$ cat src/rtl/cla_seq_adder_ctrl_pkg.sv
// Shared types and sizing helpers for the nibble-serial carry-lookahead adder.
// Step count and index width are both derived from the operand width.
package cla_ctrl_pkg;

    typedef enum logic [1:0] {
        ST_IDLE = 2'd0,
        ST_ADD  = 2'd1,
        ST_DONE = 2'd2
    } state_e;

    localparam int NIBBLE = 4;

    function automatic int calc_steps(input int width);
        return width / NIBBLE;
    endfunction

    // Index width never drops below one bit, even for a single-nibble adder.
    function automatic int calc_idx_w(input int width);
        int steps;
        steps = width / NIBBLE;
        return (steps <= 1) ? 1 : $clog2(steps);
    endfunction

endpackage

$ cat src/rtl/cla_seq_adder_ctrl_if.sv
// Requester-side bus of the sequential adder: start/operands in, status/result out.
// The master modport is used by the requester and the slave modport by the controller.
interface cla_seq_adder_ctrl_if #(
    parameter int WIDTH = 16
);
    logic             start;
    logic             hold;
    logic [WIDTH-1:0] a;
    logic [WIDTH-1:0] b;
    logic             cin;
    logic             busy;
    logic             done;
    logic [WIDTH-1:0] sum;
    logic             cout;

    modport master (
        output start, hold, a, b, cin,
        input  busy, done, sum, cout
    );

    modport slave (
        input  start, hold, a, b, cin,
        output busy, done, sum, cout
    );
endinterface

$ cat src/rtl/cla_seq_adder_ctrl_cla4_slice.sv
// Combinational 4-bit carry-lookahead slice shared by every nibble step.
// All carries come from generate/propagate terms; none ripple.
module cla4_slice (
    input  logic [3:0] i_a,
    input  logic [3:0] i_b,
    input  logic       i_cin,
    output logic [3:0] o_s,
    output logic       o_cout
);
    logic [3:0] w_g;
    logic [3:0] w_p;
    logic [4:0] w_c;

    assign w_g = i_a & i_b;
    assign w_p = i_a ^ i_b;

    assign w_c[0] = i_cin;
    assign w_c[1] = w_g[0] | (w_p[0] & i_cin);
    assign w_c[2] = w_g[1] | (w_p[1] & w_g[0]) | (w_p[1] & w_p[0] & i_cin);
    assign w_c[3] = w_g[2] | (w_p[2] & w_g[1]) | (w_p[2] & w_p[1] & w_g[0])
                  | (w_p[2] & w_p[1] & w_p[0] & i_cin);
    assign w_c[4] = w_g[3] | (w_p[3] & w_g[2]) | (w_p[3] & w_p[2] & w_g[1])
                  | (w_p[3] & w_p[2] & w_p[1] & w_g[0])
                  | (w_p[3] & w_p[2] & w_p[1] & w_p[0] & i_cin);

    assign o_s    = w_p ^ w_c[3:0];
    assign o_cout = w_c[4];
endmodule

$ cat src/rtl/cla_seq_adder_ctrl.sv
// Nibble-serial WIDTH-bit adder: one shared CLA slice, LS nibble first, carry registered
// between steps; owns operand capture, result assembly and done signalling.
module cla_seq_adder_ctrl
    import cla_ctrl_pkg::*;
#(
    parameter int WIDTH = 16
) (
    input  logic                 clk,
    input  logic                 rst,
    cla_seq_adder_ctrl_if.slave  bus
);
    localparam int N     = calc_steps(WIDTH);
    localparam int IDX_W = calc_idx_w(WIDTH);

    if ((WIDTH % NIBBLE) != 0 || WIDTH < NIBBLE) begin : g_bad_width
        $fatal(1, "cla_seq_adder_ctrl: WIDTH must be a positive multiple of 4");
    end

    state_e             r_state;
    logic [IDX_W-1:0]   r_idx;
    logic [WIDTH-1:0]   r_a;
    logic [WIDTH-1:0]   r_b;
    logic               r_carry;
    logic [WIDTH-1:0]   r_sum;
    logic               r_cout;
    logic               r_busy;
    logic               r_done;

    logic [3:0]         w_slice_a;
    logic [3:0]         w_slice_b;
    logic [3:0]         w_slice_s;
    logic               w_slice_cout;
    logic               w_last;

    assign w_slice_a = r_a[{r_idx, 2'b00} +: NIBBLE];
    assign w_slice_b = r_b[{r_idx, 2'b00} +: NIBBLE];
    assign w_last    = (r_idx == IDX_W'(N - 1));

    cla4_slice u_slice (
        .i_a    (w_slice_a),
        .i_b    (w_slice_b),
        .i_cin  (r_carry),
        .o_s    (w_slice_s),
        .o_cout (w_slice_cout)
    );

    // Control FSM with all datapath registers and registered outputs.
    always_ff @(posedge clk or posedge rst) begin
        if (rst) begin
            r_state <= ST_IDLE;
            r_idx   <= {IDX_W{1'b0}};
            r_a     <= {WIDTH{1'b0}};
            r_b     <= {WIDTH{1'b0}};
            r_carry <= 1'b0;
            r_sum   <= {WIDTH{1'b0}};
            r_cout  <= 1'b0;
            r_busy  <= 1'b0;
            r_done  <= 1'b0;
        end else begin
            case (r_state)
                ST_IDLE, ST_DONE: begin
                    r_done <= 1'b0;
                    if (bus.start) begin
                        r_a     <= bus.a;
                        r_b     <= bus.b;
                        r_carry <= bus.cin;
                        r_idx   <= {IDX_W{1'b0}};
                        r_sum   <= {WIDTH{1'b0}};
                        r_cout  <= 1'b0;
                        r_busy  <= 1'b1;
                        r_state <= ST_ADD;
                    end else begin
                        r_busy  <= 1'b0;
                        r_state <= ST_IDLE;
                    end
                end
                ST_ADD: begin
                    // A stalled step freezes everything, including the nibble index.
                    if (!bus.hold) begin
                        r_sum[{r_idx, 2'b00} +: NIBBLE] <= w_slice_s;
                        r_carry <= w_slice_cout;
                        if (w_last) begin
                            r_cout  <= w_slice_cout;
                            r_busy  <= 1'b0;
                            r_done  <= 1'b1;
                            r_state <= ST_DONE;
                        end else begin
                            r_idx   <= r_idx + IDX_W'(1);
                        end
                    end else begin
                        r_state <= ST_ADD;
                    end
                end
                default: begin
                    r_state <= ST_IDLE;
                    r_busy  <= 1'b0;
                    r_done  <= 1'b0;
                end
            endcase
        end
    end

    assign bus.busy = r_busy;
    assign bus.done = r_done;
    assign bus.sum  = r_sum;
    assign bus.cout = r_cout;
endmodule

$ cat src/flat_wrapper.sv
// flat-port wrapper written by rule: the top's interface ports become plain ports
module cla_seq_adder_ctrl_flat import cla_ctrl_pkg::*;
#(
    parameter int WIDTH = 16
)
  (clk, rst, bus_start, bus_hold, bus_a, bus_b, bus_cin, bus_busy, bus_done, bus_sum, bus_cout);
  cla_seq_adder_ctrl_if #(.WIDTH(WIDTH)) bus_i ();
  input  logic clk;
  input  logic rst;
  input wire logic [$bits(bus_i.start)-1:0] bus_start;
  input wire logic [$bits(bus_i.hold)-1:0] bus_hold;
  input wire logic [$bits(bus_i.a)-1:0] bus_a;
  input wire logic [$bits(bus_i.b)-1:0] bus_b;
  input wire logic [$bits(bus_i.cin)-1:0] bus_cin;
  output wire logic [$bits(bus_i.busy)-1:0] bus_busy;
  output wire logic [$bits(bus_i.done)-1:0] bus_done;
  output wire logic [$bits(bus_i.sum)-1:0] bus_sum;
  output wire logic [$bits(bus_i.cout)-1:0] bus_cout;
  assign bus_i.start = bus_start;
  assign bus_i.hold = bus_hold;
  assign bus_i.a = bus_a;
  assign bus_i.b = bus_b;
  assign bus_i.cin = bus_cin;
  assign bus_busy = bus_i.busy;
  assign bus_done = bus_i.done;
  assign bus_sum = bus_i.sum;
  assign bus_cout = bus_i.cout;
  cla_seq_adder_ctrl #(.WIDTH(WIDTH)) u_core (.clk(clk), .rst(rst), .bus(bus_i));
endmodule
$ cat config.mk
export PLATFORM = sky130hd
export DESIGN_NAME = cla_seq_adder_ctrl_flat
export DESIGN_NICKNAME = d
export VERILOG_FILES = /design/src/rtl/cla_seq_adder_ctrl_pkg.sv /design/src/rtl/cla_seq_adder_ctrl_if.sv /design/src/rtl/cla_seq_adder_ctrl_cla4_slice.sv /design/src/rtl/cla_seq_adder_ctrl.sv /design/src/flat_wrapper.sv
export SDC_FILE = /design/constraint.sdc
export NUM_CORES = 1
export LEC_CHECK = 0
export CAP_MARGIN = 20
export CORE_ASPECT_RATIO = 0.7
export CORE_MARGIN = 2
export CORE_UTILIZATION = 45
export DETAILED_ROUTE_END_ITERATION = 16
export PLACE_DENSITY = 0.79
export SKIP_CTS_REPAIR_TIMING = 1
export SYNTH_ARGS = -nofsm -noshare
export SYNTH_HDL_FRONTEND = slang
export SYNTH_SLANG_ARGS = --single-unit
$ cat constraint.sdc
create_clock -name clk -period 2.5 [get_ports clk]
set_input_delay 0.5 -clock clk [delete_from_list [all_inputs] [get_ports clk]]
set_output_delay 0.5 -clock clk [all_outputs]
set_load 0.005 [all_outputs]
==> out/results.txt <==
Outcome - complete, no violations
Crit-path max FO - 8
Fin crit share - 95.80%
Wire length per cell - 14.23 um
Num ports - 56
Post-synthesis sequential area ratio - 53.87%
Core area - 0.005640 mm^2
Post-DP Area - 0.003257 mm^2
Clk sinks - 56
Layout fillers - 485
Critical path required time - 2.70 ns
Final Setup Violations - 0
Commonest non-fill, non-tap cell in the layout - nand2_1
VDD IR max - 0.0005109 V
DPL Wire Length - 4.107 mm
I/O Buffers - 55
Multi-input gate area - 0.001139 mm^2
Netlist area before placement - 0.002601 mm^2
Seq. cell area - 0.001403 mm^2
Max-slew violations - 0
Placed Cells - 375
Total track usage - 19.12%
Deepest clock path buffer count - 2
Post-synth cell types - 28
Vias in the first global route - 1900
Fmax - 417.5 MHz
Yosys warns - 0
Routed Antenna Nets - 0
Iter 0 DRT Violations - 90
Synthesized area per cell - 10.40 um^2
NumNets Final - 357
Final non-filler cell total - 385
RSZ-0062 raised after global routing - no
Pwr Density - 1210 mW/mm^2
Commonest cells after routing, fill and taps aside - 104 x nand2_1, 55 x clkdlybuf4s50_1, 55 x dfrtp_1, 16 x a22o_1, 12 x a21oi_1
Clock Skews - 0.004282 ns
Crit path launch type - flip-flop
GPL Wtd Cong - 0.7849
CTS tree - yes
Clock transition at the registers of the reported paths - 0.09 ns
Final hold vios - 0
Die Height - 67.61 um
TritonRoute pass-1 iters - 4
Initial Util - 46.12%
Gr ovfl total - 0
Die width - 94.88 um
Hold WC Path Type - flip-flop to flip-flop
Worst-margin pin slew - 0.5967 ns
Max_cap viols - 0
Via count - 1926
Crit Path Class - flip-flop to flip-flop
First-pass GRT wire length - 9.197 mm
# DRC - 0
Yosys reg bits - 56
Final min period - 2.395 ns
Antenna violations before repair - 0
Die area - 0.006415 mm^2
Share of cells above drive strength 1 - 10.65%
Synthesized net count - 297
Post-Synthesis Cells - 250
Vias/cell - 5.003
Final wirelength - 5.477 mm
Critical Path AT - 2.59 ns
Total CTS buffers - 5
CP Capture Type - flip-flop
Final Power - 4.085 mW
H-tree Lvls - 2
Area delta synth->final - 29.82%
Root buf cell - clkbuf_8
ANT cells - 0
Worst skew pair latency - 0.31 ns
Leak - 1.624 nW
Layout Cell Area excl Fill - 0.003377 mm^2
Slew HR - 60.16%
Largest net degree at the start of global routing - 33
FP Rows - 23
==> routing by layer <==
metal	GRT usage [%]	vias to the layer above	wire (um)
met5	0	-	0
met4	6.884	0	49
met3	4.576	5	351
met2	27.57	69	2358
met1	28.23	898	2717
li1	-	954	-
==> metrics by stage <==
step | TNS (ns) | worst slack (ns) | hold WS, ns | utilization (%)
2_1_floorplan | 0 | 0.05886 | 0.4403 | -
3_3_place_gp | 0 | 0.1296 | 0.4538 | 57.74
3_5_place_dp | -0.03963 | -0.02253 | 0.4587 | 57.74
4_1_cts | -0.1928 | -0.06133 | 0.4814 | 59.45
5_1_grt | 0 | 0.02744 | 0.5142 | 59.87
6_report | 0 | 0.1049 | 0.4803 | 59.87
==> cells by family after synthesis <==
kind of cell / after synthesis / synth area share [%]
AO/OA/AOI/OAI: 36 / 9.717
XOR/XNOR: 3 / 1.010
adder cells (fa/ha/maj): 10 / 5.099
buffers and inverters: 15 / 2.357
flip-flops: 56 / 53.87
multiplexers: 8 / 6.926
AND/OR/NAND/NOR: 122 / 21.02
==> synth_stat cells <==
| master | n | area (um^2) |
|---|---|---|
| nand2_1 | 104 | 390.4 |
| ha_1 | 9 | 112.6 |
| a22o_1 | 16 | 140.1 |
| clkbuf_1 | 4 | 15.01 |
| inv_1 | 4 | 15.01 |
| and2b_1 | 1 | 7.510 |
| nand2b_4 | 1 | 13.76 |
| mux4_2 | 8 | 180.2 |
| nor2_1 | 6 | 22.52 |
| o21ai_0 | 4 | 20.02 |
| nor4_4 | 1 | 21.27 |
| nor3b_1 | 1 | 7.510 |
| nand2b_1 | 2 | 12.51 |
| buf_1 | 3 | 11.26 |
| nor2b_1 | 1 | 6.260 |
| nand3b_2 | 1 | 11.26 |
| xor2_1 | 2 | 17.52 |
| a211oi_1 | 1 | 7.510 |
| nor3_2 | 1 | 10.01 |
| or2_2 | 1 | 6.260 |
| xnor2_1 | 1 | 8.760 |
| dfrtp_1 | 56 | 1401 |
| a21oi_1 | 12 | 60.06 |
| buf_2 | 4 | 20.02 |
| a21o_1 | 1 | 7.510 |
| nor3b_4 | 2 | 37.54 |
| fa_1 | 1 | 20.02 |
| o2bb2ai_1 | 2 | 17.52 |
==> final timing paths <==
path	startpoint	end	slack, ns	depth (start not counted)
min in group asynchronous	rst	u_core.r_a[4]	0.58	2
setup / recovery	u_core.r_idx[0]	u_core.bus.sum[11]	0.10	7
hold reg to reg	u_core.r_a[7]	u_core.r_a[7]	0.48	2
max in group asynchronous	rst	u_core.bus.sum[11]	1.36	3
hold / removal	u_core.r_a[7]	u_core.r_a[7]	0.48	2
setup reg to reg	u_core.r_idx[0]	u_core.bus.sum[11]	0.10	7
==> sequential cells by signal, indices dropped and copies added, names as in the netlist, 2 cells and up <==
| signal | count |
|---|---|
| u_core.r_a | 16 |
| u_core.r_idx | 2 |
| u_core.r_b | 16 |
| u_core.bus.sum | 16 |
| u_core.r_state | 2 |
==> area by class of cell <==
class	count	area share (%)
Clock buffer	7	2.853
Timing Repair Buffer	64	18.67
Sequential cell	56	41.53
Inverter	4	0.4446
Multi-Input combinational cell	179	33.72
Tap cell	75	2.779
==> where the power goes <==
group / leakage [nW] / switching [mW] / internal [mW]
sequential: 0.722 / 0.242 / 1.26
clock: 0.0503 / 0.273 / 0.247
combinational: 0.851 / 1.06 / 0.995
==> worst max-delay path, stage by stage (launching register included) <==
cell and delay [ns]:
dfrtp_2 0.49, mux4_2 0.59, ha_1 0.33, a21oi_1 0.18
o21ai_0 0.15, xor2_1 0.18, buf_4 0.16, a22o_1 0.20
Power figures use the tool's default switching activity.
